`src/rtl/block_interleave_scheduler_pkg.sv`:
```
// Shared definitions for the block interleave scheduler and its deinterleave peer.
// Latency: n/a (types and constants only).
// Backpressure: n/a.
package interleave_pkg;

    localparam int UNDERRUN_W = 16;

    // Slot index type at the default rotation size (3 channels).
    localparam int DEF_IIR = 3;
    typedef logic [$clog2(DEF_IIR)-1:0] slot_t;

    typedef enum logic [1:0] {
        IDLE  = 2'd0,
        ALIGN = 2'd1,
        RUN   = 2'd2,
        DONE  = 2'd3
    } sched_state_t;

endpackage

```
`src/rtl/block_interleave_scheduler_slot_rotator.sv`:
```
// Free-running modulo-IIR slot counter, shared by interleave and deinterleave sides.
// Latency: slot advances every clock; slot_last is combinational from slot.
// Backpressure: none, the rotation never stalls.
//
// Ports:
//   clk, reset  - clock, synchronous active-high reset (slot returns to 0)
//   slot        - current slot index 0..IIR-1
//   slot_last   - high when slot == IIR-1 (the next cycle is slot 0)
module slot_rotator #(
    parameter int IIR = 3
) (
    input  logic                   clk,
    input  logic                   reset,
    output logic [$clog2(IIR)-1:0] slot,
    output logic                   slot_last
);
    localparam int              SW   = $clog2(IIR);
    localparam logic [SW-1:0]   LAST = SW'(IIR - 1);

    assign slot_last = (slot == LAST);

    always_ff @(posedge clk) begin
        if (reset) begin
            slot <= '0;
        end else if (slot_last) begin
            slot <= '0;
        end else begin
            slot <= slot + SW'(1);
        end
    end

endmodule

```
`src/rtl/block_interleave_scheduler.sv`:
```
// Merges IIR per-channel sources into one slot-interleaved block of N samples per channel.
// Latency: 1 cycle from grant (in_valid & in_ready) to out_valid/data_out.
// Backpressure: none downstream; upstream waits for its slot, a missed slot is counted as underrun.
//
// Ports:
//   clk, reset        - clock, synchronous active-high reset (discards a partial block)
//   start             - pulse to begin one block; ignored unless idle
//   in_valid/data_in  - per-channel sample offer
//   in_ready          - combinational per-channel grant, at most one bit set
//   out_valid/data_out/out_set - registered interleaved sample and its slot index
//   block_start       - with the first out_valid of a block
//   block_done        - one cycle after the last sample of a block
//   busy              - block in progress
//   underrun_cnt      - saturating count of RUN slots whose channel had no sample
module block_interleave_scheduler
    import interleave_pkg::*;
#(
    parameter int BITS = 8,
    parameter int IIR  = 3,
    parameter int N    = 10
) (
    input  logic                       clk,
    input  logic                       reset,
    input  logic                       start,
    input  logic [IIR-1:0]             in_valid,
    input  logic [IIR-1:0][BITS-1:0]   data_in,
    output logic [IIR-1:0]             in_ready,
    output logic                       out_valid,
    output logic [BITS-1:0]            data_out,
    output logic [$clog2(IIR)-1:0]     out_set,
    output logic                       block_start,
    output logic                       block_done,
    output logic                       busy,
    output logic [UNDERRUN_W-1:0]      underrun_cnt
);
    localparam int            SW  = $clog2(IIR);
    localparam int            CW  = $clog2(N + 1);
    localparam logic [CW-1:0] N_C = CW'(N);

    sched_state_t    state;
    logic [SW-1:0]   slot;
    logic            slot_last;
    logic [CW-1:0]   cnt [IIR];

    logic [IIR-1:0]  chan_open;
    logic            all_full;
    logic            all_empty;
    logic [BITS-1:0] sel_data;
    logic            grant;
    logic            underrun;

    slot_rotator #(.IIR(IIR)) u_rot (
        .clk       (clk),
        .reset     (reset),
        .slot      (slot),
        .slot_last (slot_last)
    );

    // Per-channel status and the sample sitting on the current slot.
    always_comb begin
        chan_open = '0;
        all_full  = 1'b1;
        all_empty = 1'b1;
        sel_data  = '0;
        for (int c = 0; c < IIR; c++) begin
            chan_open[c] = (cnt[c] < N_C);
            if (cnt[c] != N_C) all_full  = 1'b0;
            if (cnt[c] != '0)  all_empty = 1'b0;
            if (slot == SW'(c)) sel_data = data_in[c];
        end
    end

    // Only the channel owning the current slot can be granted, and only while it still owes samples.
    always_comb begin
        in_ready = '0;
        for (int c = 0; c < IIR; c++) begin
            in_ready[c] = (state == RUN) && (slot == SW'(c)) && chan_open[c];
        end
    end

    assign grant    = |(in_valid & in_ready);
    assign underrun = |(~in_valid & in_ready);

    assign block_done = (state == DONE);
    assign busy       = (state != IDLE);

    // ALIGN waits for the last slot so the block always opens on slot 0.
    always_ff @(posedge clk) begin
        if (reset) begin
            state <= IDLE;
        end else begin
            case (state)
                IDLE:    if (start)     state <= ALIGN;
                ALIGN:   if (slot_last) state <= RUN;
                RUN:     if (all_full)  state <= DONE;
                DONE:                   state <= IDLE;
                default:                state <= IDLE;
            endcase
        end
    end

    always_ff @(posedge clk) begin
        if (reset || (state == IDLE && start)) begin
            for (int c = 0; c < IIR; c++) cnt[c] <= '0;
        end else begin
            for (int c = 0; c < IIR; c++) begin
                if (in_valid[c] && in_ready[c]) cnt[c] <= cnt[c] + CW'(1);
            end
        end
    end

    // Output stage. out_set holds across idle slots; block_start marks the grant
    // made while every channel count is still zero, i.e. the first of the block.
    always_ff @(posedge clk) begin
        if (reset) begin
            out_valid    <= 1'b0;
            data_out     <= '0;
            out_set      <= '0;
            block_start  <= 1'b0;
            underrun_cnt <= '0;
        end else begin
            out_valid   <= grant;
            data_out    <= grant ? sel_data : '0;
            block_start <= grant && all_empty;
            if (grant) out_set <= slot;
            if (underrun && (underrun_cnt != '1)) begin
                underrun_cnt <= underrun_cnt + UNDERRUN_W'(1);
            end
        end
    end

endmodule

```
`config.mk`:
```
export PLATFORM = sky130hd
export DESIGN_NAME = block_interleave_scheduler
export DESIGN_NICKNAME = d
export VERILOG_FILES = /design/src/rtl/block_interleave_scheduler_pkg.sv /design/src/rtl/block_interleave_scheduler_slot_rotator.sv /design/src/rtl/block_interleave_scheduler.sv
export SDC_FILE = /design/constraint.sdc
export NUM_CORES = 1
export LEC_CHECK = 0
export ABC_AREA = 1
export CORE_UTILIZATION = 45
export CTS_CLUSTER_DIAMETER = 200
export DETAILED_ROUTE_END_ITERATION = 12
export PLACE_DENSITY_LB_ADDON = 0.25
export REMOVE_ABC_BUFFERS = 1
export SLEW_MARGIN = 5
export SYNTH_ARGS = -nofsm -noshare
export SYNTH_HDL_FRONTEND = slang
export SYNTH_SLANG_ARGS = --single-unit
```
`constraint.sdc`:
```
create_clock -name clk -period 1.6 [get_ports clk]
set_input_delay 0.24 -clock clk [delete_from_list [all_inputs] [get_ports clk]]
set_output_delay 0.24 -clock clk [all_outputs]
set_load 0.005 [all_outputs]
```
Word-level counts from Yosys, hierarchy flattened --
Memory sizes are Yosys's and may differ from the RTL's. Index checks and enable logic that the tools add are counted.
Word-level totals: register bits after elaboration 32, RAM bits 12, input port bits 30, output and inout bits 33, word-level logic and storage cells 86, memories 1
Memory list:
- cnt | words 3, bits a word 4, rd ports 3, clocked after Yosys merged registers in 0, wr ports 3, RTL line block_interleave_scheduler.sv:43 | logic [CW-1:0] cnt [IIR];
Operators by class: add/sub/neg operators 5, $lt $le $gt $ge 3, equal/unequal tests 12, multiplexer cells 27, bitwise gates (word level) 7, reduce and logical (&&, ||, !) cells 24
Operators with widths (count):
- 8-bit 2-to-1 mux | 3
- 1-bit 2-to-1 mux | 17
- 16-bit by 1-bit adder with 16-bit output, second input constant | 1
- 16-bit inequality test, second input constant | 1
- 4-bit by 1-bit adder with 4-bit output, second input constant | 3
- 1-bit logical AND | 12
- 4-bit less-than comparator, second input constant | 3
- 4-bit 2-to-1 mux | 3
- 4-bit inequality test, second input constant | 3
- 4-bit nonzero test | 3
- 2-bit case mux with 4 select lines | 1
- 3-bit AND | 2
- 2-bit == test, second input constant | 3
- 2-bit 2-to-1 mux | 3
- 2-bit inequality test, second input constant | 3
- 3-bit OR reduction | 2
- 2-bit by 1-bit == test with 1-bit output, second input constant | 2
- 2-bit zero test | 2
- 2-bit OR reduction | 2
- 3-bit NOT | 1
- 1-bit OR | 3
- 3-bit AND reduction | 1
- 2-bit by 1-bit adder with 2-bit output, second input constant | 1
- 2-bit nonzero test | 1
- other kinds (2) | 2

Logic depth before layout (Yosys ltp) --
Gate-level depths: netlist of the first run.
depth after elaboration 8, gate-level depth with buffers 12, mapped depth without buffers 10

Cells and area by module --
From an unflattened synthesis of the first run, not the netlist that was laid out.
Unflattened totals: cells, all modules 338, area, all modules 2538.7 sq um
Modules (own cells, without submodules):
- block_interleave_scheduler | times used 1, cells an instance 329, area each 2463.6 sq um, seq. area each 960.9 sq um
- slot_rotator | times used 1, cells an instance 9, area each 75.1 sq um, seq. area each 40.0 sq um

Worst setup path before layout of the first run --
No wires, ideal clock.
kind flip-flop to flip-flop, start point register u_rot.slot[1], end point memory cnt[0][4] (netlist name) (data pin), library setup time 249 ps, arrival 1388 ps, required time 1351 ps, setup slack -37 ps, stages on the path, launching flop included 13, buffers on the path 2, period minus slack after synthesis 1637 ps, cells stage by stage dfxtp_1 inv_1 ha_1 buf_4 nand2_1 inv_1 nand3_1 nand3_1 nand2_1 nor2_1 buf_4 nand2_1 inv_1
RTL lines:
- from (decl) | RTL line block_interleave_scheduler_slot_rotator.sv:14 | output logic [$clog2(IIR)-1:0] slot,
- from (signal assigned) | RTL line block_interleave_scheduler_slot_rotator.sv:28 | slot <= slot + SW'(1);
- to (decl) | RTL line block_interleave_scheduler.sv:43

==> out/qor.csv, run 1 <==
metric,value,unit
core,5238,um^2
hold_path_class,reg -> reg,
wl,6.671,mm
grt_first_pass_wirelength,10.85,mm
cp.arrival,1630,ps
antenna_found_initial,0,
worstPathCellList,"buf_4, ha_4, nand2_2, inv_2, nand3_2, nand3_2, nand2_2, nor2_4, buf_6, nand2_1, inv_1",
drc_errors,0,
finish.utilization,73.46,%
final_area,3847,um^2
hold_viol,0,
pwr-share-seq,38.0,%
start_util,47.99,%
setup_violations,0,
drtAntennaViolNets,0,
cts_tree,yes,
leakage,1.695,nW
critical_path_class,reg -> reg,
wl_per_cell,12.95,um
pwr-share-clk,21.5,%
start_kind,flop,
design.die.area,5889,um^2
slowest_stage,dfxtp_2,
area_growth,53.06,%
seq_area,1013,um^2
syn_area,2514,um^2
fmax,640.2,MHz
critPathRequiredTime,1670,ps
vias,2583,
outcome,"complete, no violations",
track_usage,22.81,%
ys_ff_latch,44,
multi_input_area,1448,um^2
diodes,0,
synth_edf_count,12,
rows,26,
slowest_delay,330,ps
cts_max_level,2,
layout.nets,491,
drv_cap,0,
fillers,398,
clock-skew-final,6.486,ps
syn_inst,330,
synth_flop_cell,dfxtp_1,
port_buffers,62,
peakVddDrop,0.5144,mV
placed_cell_area,3507,um^2
switching_share,33.29,%
clock_sinks,44,
via_per_inst,5.016,
cts_hold_buf,0,
comb_power_share,40.5,%
clk_pin_slew,90,ps
ys_seq_area_share,39.82,%
final_cell_mix,"63 x nand2_1, 57 x clkdlybuf4s50_1, 49 x buf_4",
post-route-period-util,97.63,%
hold_slack,480.4,ps
gp_congestion,0.8610,
async_reset_ff_share,0,%
grt-ovfl-total,0,
yosysWarnings,0,
final_common_cell,nand2_1,
die_w,76.74,um
clk_latency,300,ps
cp_max_fo,8,
grt_max_degree,18,
die_y,76.74,um
clockRootBuffer,clkbuf_8,
dpl.hpwl,4.628,mm
slew_headroom,77.22,%
ioPinCount,63,
drtPass1Iterations,4,
drv_slew,0,
crit_path_end_kind,flop,
clockBufferDepth,2,
syn_area_per_cell,7.617,um^2
drive_gt1_share,27.64,%
powerDensity,948.1,nW/um^2
fin_crit,1562,ps
synth_cell_types,29,
drt_iter0_drc,121,
numCtsBuffers,5,
worst_slew_pin_slew,341.4,ps
rsz0062_at_grt,true,
grt_pass1_vias,2394,
p_int,0.002433,W
switchingPower,0.001214,W
[per-layer routing]
metal / up-vias / wire length [um] / GRT usage, %
met2: 88 / 3309 / 39.91
met4: 0 / 80 / 8.269
met5: - / 0 / 0
li1: 1302 / - / -
met1: 1184 / 2885 / 28.19
met3: 9 / 396 / 3.333
[power groups by stage]
stage | registers [W] | clock network, W | logic (W)
6_report | 0.00139 | 0.000783 | 0.00148
3_3_place_gp | 0.00137 | 0 | 0.00121
4_1_cts | 0.00136 | 0.000801 | 0.00129
2_1_floorplan | 0.00141 | 0 | 0.000547
5_1_grt | 0.00140 | 0.000849 | 0.00163
3_5_place_dp | 0.00138 | 0 | 0.00124
[metrics by stage]
stage / std cells / worst slack, ps / setup TNS [ps] / total power, W
floorplan: 321 / -434.1 / -5338 / 0.001956
global placement: 498 / -312.5 / -3826 / 0.002583
detailed placement: 498 / -425.7 / -5388 / 0.002615
CTS: 510 / -50.81 / -134.9 / 0.003449
global route: 515 / -124.9 / -618.4 / 0.003881
finish: 515 / 37.97 / 0 / 0.003648
[sequential cells by signal (all words and copies together) (netlist names)]
name / flops
out_valid: 1
underrun_cnt: 16
cnt: 12
out_set: 2
state: 2
data_out: 8
block_start: 1
u_rot.slot: 2
[area by class of cell]
type	instances	area share (%)
Multi-Input combinational cell	232	37.63
Timing Repair Buffer	116	26.70
Sequential cell	44	26.34
Inverter	45	4.455
Clock buffer	8	2.602
Tap cell	70	2.276
[path summary, 6_finish.rpt]
| check | start | to | slack, ps | depth (start not counted) |
|---|---|---|---|---|
| min reg2reg | u_rot.slot[0]$_SDFF_PP0_ | u_rot.slot[0]$_SDFF_PP0_ | 480 | 1 |
| min | u_rot.slot[0]$_SDFF_PP0_ | u_rot.slot[0]$_SDFF_PP0_ | 480 | 1 |
| max | u_rot.slot[1]$_SDFF_PP0_ | cnt[0][6]$_SDFFCE_PN0P_ | 40 | 11 |
| max reg2reg | u_rot.slot[1]$_SDFF_PP0_ | cnt[0][6]$_SDFFCE_PN0P_ | 40 | 11 |
[critical path, delay by kind of cell, from the launching register on]
| family | cells | cell delay, ps |
|---|---|---|
| adder cells (fa/ha/maj) | 1 | 150 |
| buffers and inverters | 4 | 340 |
| flip-flops | 1 | 330 |
| AND/OR/NAND/NOR | 6 | 480 |
[kinds of logic after synthesis]
family	synth area share, %
AO/OA/AOI/OAI	7.964
XOR/XNOR	4.530
adder cells (fa/ha/maj)	8.462
buffers and inverters	8.810
flip-flops	39.82
AND/OR/NAND/NOR	30.41
[cells in the mapped netlist (7+ instances only)]
cell type,count,area share [%]
nand3_1,29,5.8
xor2_1,8,2.8
edfxtp_1,12,14
nand2_1,73,11
nor3_1,13,2.6
a221oi_1,8,2.8
o21ai_0,7,1.4
a21oi_1,16,3.2
ha_1,17,8.5
inv_1,44,6.6
nor2_1,34,5.1
dfxtp_1,32,25
[repair_timing]
item	CTS	global route
setup endpoints to repair	26	53
gates resized for setup	32	51
buffers inserted	4	5
gates cloned	0	0
pin swaps	4	6
(Power assumes the default switching activity.)
==> run 2, diff against run 1 <==
Settings changed: CORE_UTILIZATION 45 to 53, RECOVER_POWER set to 100.
Clock period 1.6 ns to 1.9 ns, I/O delays scaled along.
==> run 2 against run 1 <==
The flow now finishes with violations (design-rule violations). Power down 22%. Core utilization up 4.7 points. Worst hold slack improved by 10 ps. Setup slack improved by 96 ps. Critical endpoint is now underrun_cnt[2].
==> out/qor.csv, run 2 (synthesis results as in run 1) <==
metric,value,unit
outcome,finished with violations,
violations,design-rule violations,
cp_max_fo,6,
core,4444,um^2
die_w,70.87,um
gp_congestion,0.8911,
hold_path_class,reg -> reg,
r2r_cells,10,
clk_pin_slew,80,ps
ioPinCount,63,
start_kind,flop,
drt_iter0_drc,154,
clockBufferDepth,2,
clock-skew-final,6.915,ps
drtPass1Iterations,9,
wl_met1,2.739,mm
fillers,339,
hold_depth,1,
grt_pass1_vias,2287,
port_buffers,62,
powerDensity,820.2,nW/um^2
drtAntennaViolNets,0,
worst_slew_pin_slew,298.4,ps
fin_crit,1766,ps
regMostFlops,underrun_cnt,
antenna_found_initial,0,
path_buf_inv,2,
slew_headroom,80.11,%
setup_violations,0,
cp.depth,2,
grt_first_pass_wirelength,10.29,mm
min_from,u_rot.slot[0]$_SDFF_PP0_,
slowest_delay,560,ps
startpoint,underrun_cnt[2]$_SDFFE_PP0P_,
via_per_inst,5.263,
setup_tns,0,ps
r2r_slack,170,ps
drv_slew,0,
clockRootBuffer,clkbuf_8,
critPathRequiredTime,1620,ps
area_growth,38.13,%
design.die.area,5022,um^2
post-route-period-util,92.93,%
crit_path_end_kind,output pin,
largest_reg_flops,16,
critical_path_class,reg -> out,
cts_hold_buf,0,
vias,2463,
layoutNonFillerInstCount,468,
reg.largest.list,"underrun_cnt x16, cnt x12, data_out x8",
hold_path_end,u_rot.slot[0]$_SDFF_PP0_,
drive_gt1_share,10.58,%
peakVddDrop,0.5189,mV
met3_length,535,um
fmax,566.4,MHz
cts_tree,yes,
wl,6.206,mm
hold_slack,490.8,ps
cts_max_level,2,
numCtsBuffers,5,
final_common_cell,nand2_1,
cp.arrival,1480,ps
diodes,0,
drc_errors,16,
finish.utilization,78.13,%
hold_viol,0,
rows,24,
clock_sinks,44,
path_delay_family,buffers and inverters,
track_usage,25.91,%
rsz0062_at_grt,false,
wl_met2,2.798,mm
dpl.hpwl,4.530,mm
dr.max_layer_used,met4,
final_cell_mix,"73 x nand2_1, 44 x inv_1, 33 x nor2_1",
drv_cap,0,
leakage,1.639,nW
layout.nets,462,
slowest_stage,clkdlybuf4s50_1,
clk_latency,300,ps
r2r_start,u_rot.slot[0]$_SDFF_PP0_,
die_y,70.87,um
worstReg2RegEnd,underrun_cnt[0]$_SDFFE_PP0P_,
dp_cells,459,
grt-ovfl-total,0,
grt_max_degree,18,
wl_per_cell,13.26,um
start_util,56.56,%
worstPathCellList,"clkbuf_1, clkdlybuf4s50_1",
## run 2: layer usage
| layer | vias up | track usage (%) |
|---|---|---|
| met2 | 103 | 43.48 |
| met4 | 0 | 10.22 |
| met1 | 1107 | 32.37 |
| met5 | - | 0 |
| met3 | 9 | 5.983 |
| li1 | 1244 | - |
## run 2: worst max-delay path by stage
| stage | to | slack, ps |
|---|---|---|
| 2_1_floorplan | cnt[0][0]$_SDFFCE_PN0P_ | -130 |
| 6_report | underrun_cnt[2] | 130 |
| 3_3_place_gp | cnt[0][10]$_SDFFCE_PN0P_ | -20 |
| 5_1_grt | underrun_cnt[1]$_SDFFE_PP0P_ | 40 |
| 3_5_place_dp | cnt[0][11]$_SDFFCE_PN0P_ | -190 |
| 4_1_cts | in_ready[0] | 0.2 |
## run 2: repair_timing
item                       CTS  global route
pin swaps                    2             1
gates resized for setup     11             6
setup buffers                1             0
setup endpoints to repair   16            14
## run 2: final cells by class
cell class | count | area (um^2) | share of cell area (%)
Sequential cell | 44 | 1001 | 28.83
Tap cell | 52 | 65.06 | 1.874
Multi-Input combinational cell | 232 | 1325 | 38.16
Timing Repair Buffer | 87 | 790.8 | 22.77
Inverter | 45 | 168.9 | 4.865
Clock buffer | 8 | 121.4 | 3.495
## run 2: through the flow
| stage | setup WS [ps] | total power [W] | cell area [um^2] |
|---|---|---|---|
| final | 134.3 | 0.002848 | 3472 |
| after global routing | 37.58 | 0.003019 | 3472 |
| after CTS | 0.1712 | 0.002876 | 3486 |
| after detailed placement | -193.7 | 0.002094 | 3327 |
| after global placement | -20.57 | 0.002059 | 3327 |
| after floorplan | -134.1 | 0.001647 | 2461 |
## run 2: worst reg2reg max path, cell delays in order (launching register included)
cell,delay (ps)
dfxtp_1,370
inv_1,90
ha_1,230
nand2_1,100
inv_1,60
nand3b_1,110
nand3_2,210
nand2_4,230
inv_1,80
nor2_1,100
nor2_1,50
## run 2: power by group
group          internal [W]  switching, W  total [W]
clock              0.000411      0.000327   0.000738
combinational      0.000440      0.000519   0.000960
sequential          0.00108     0.0000672    0.00115
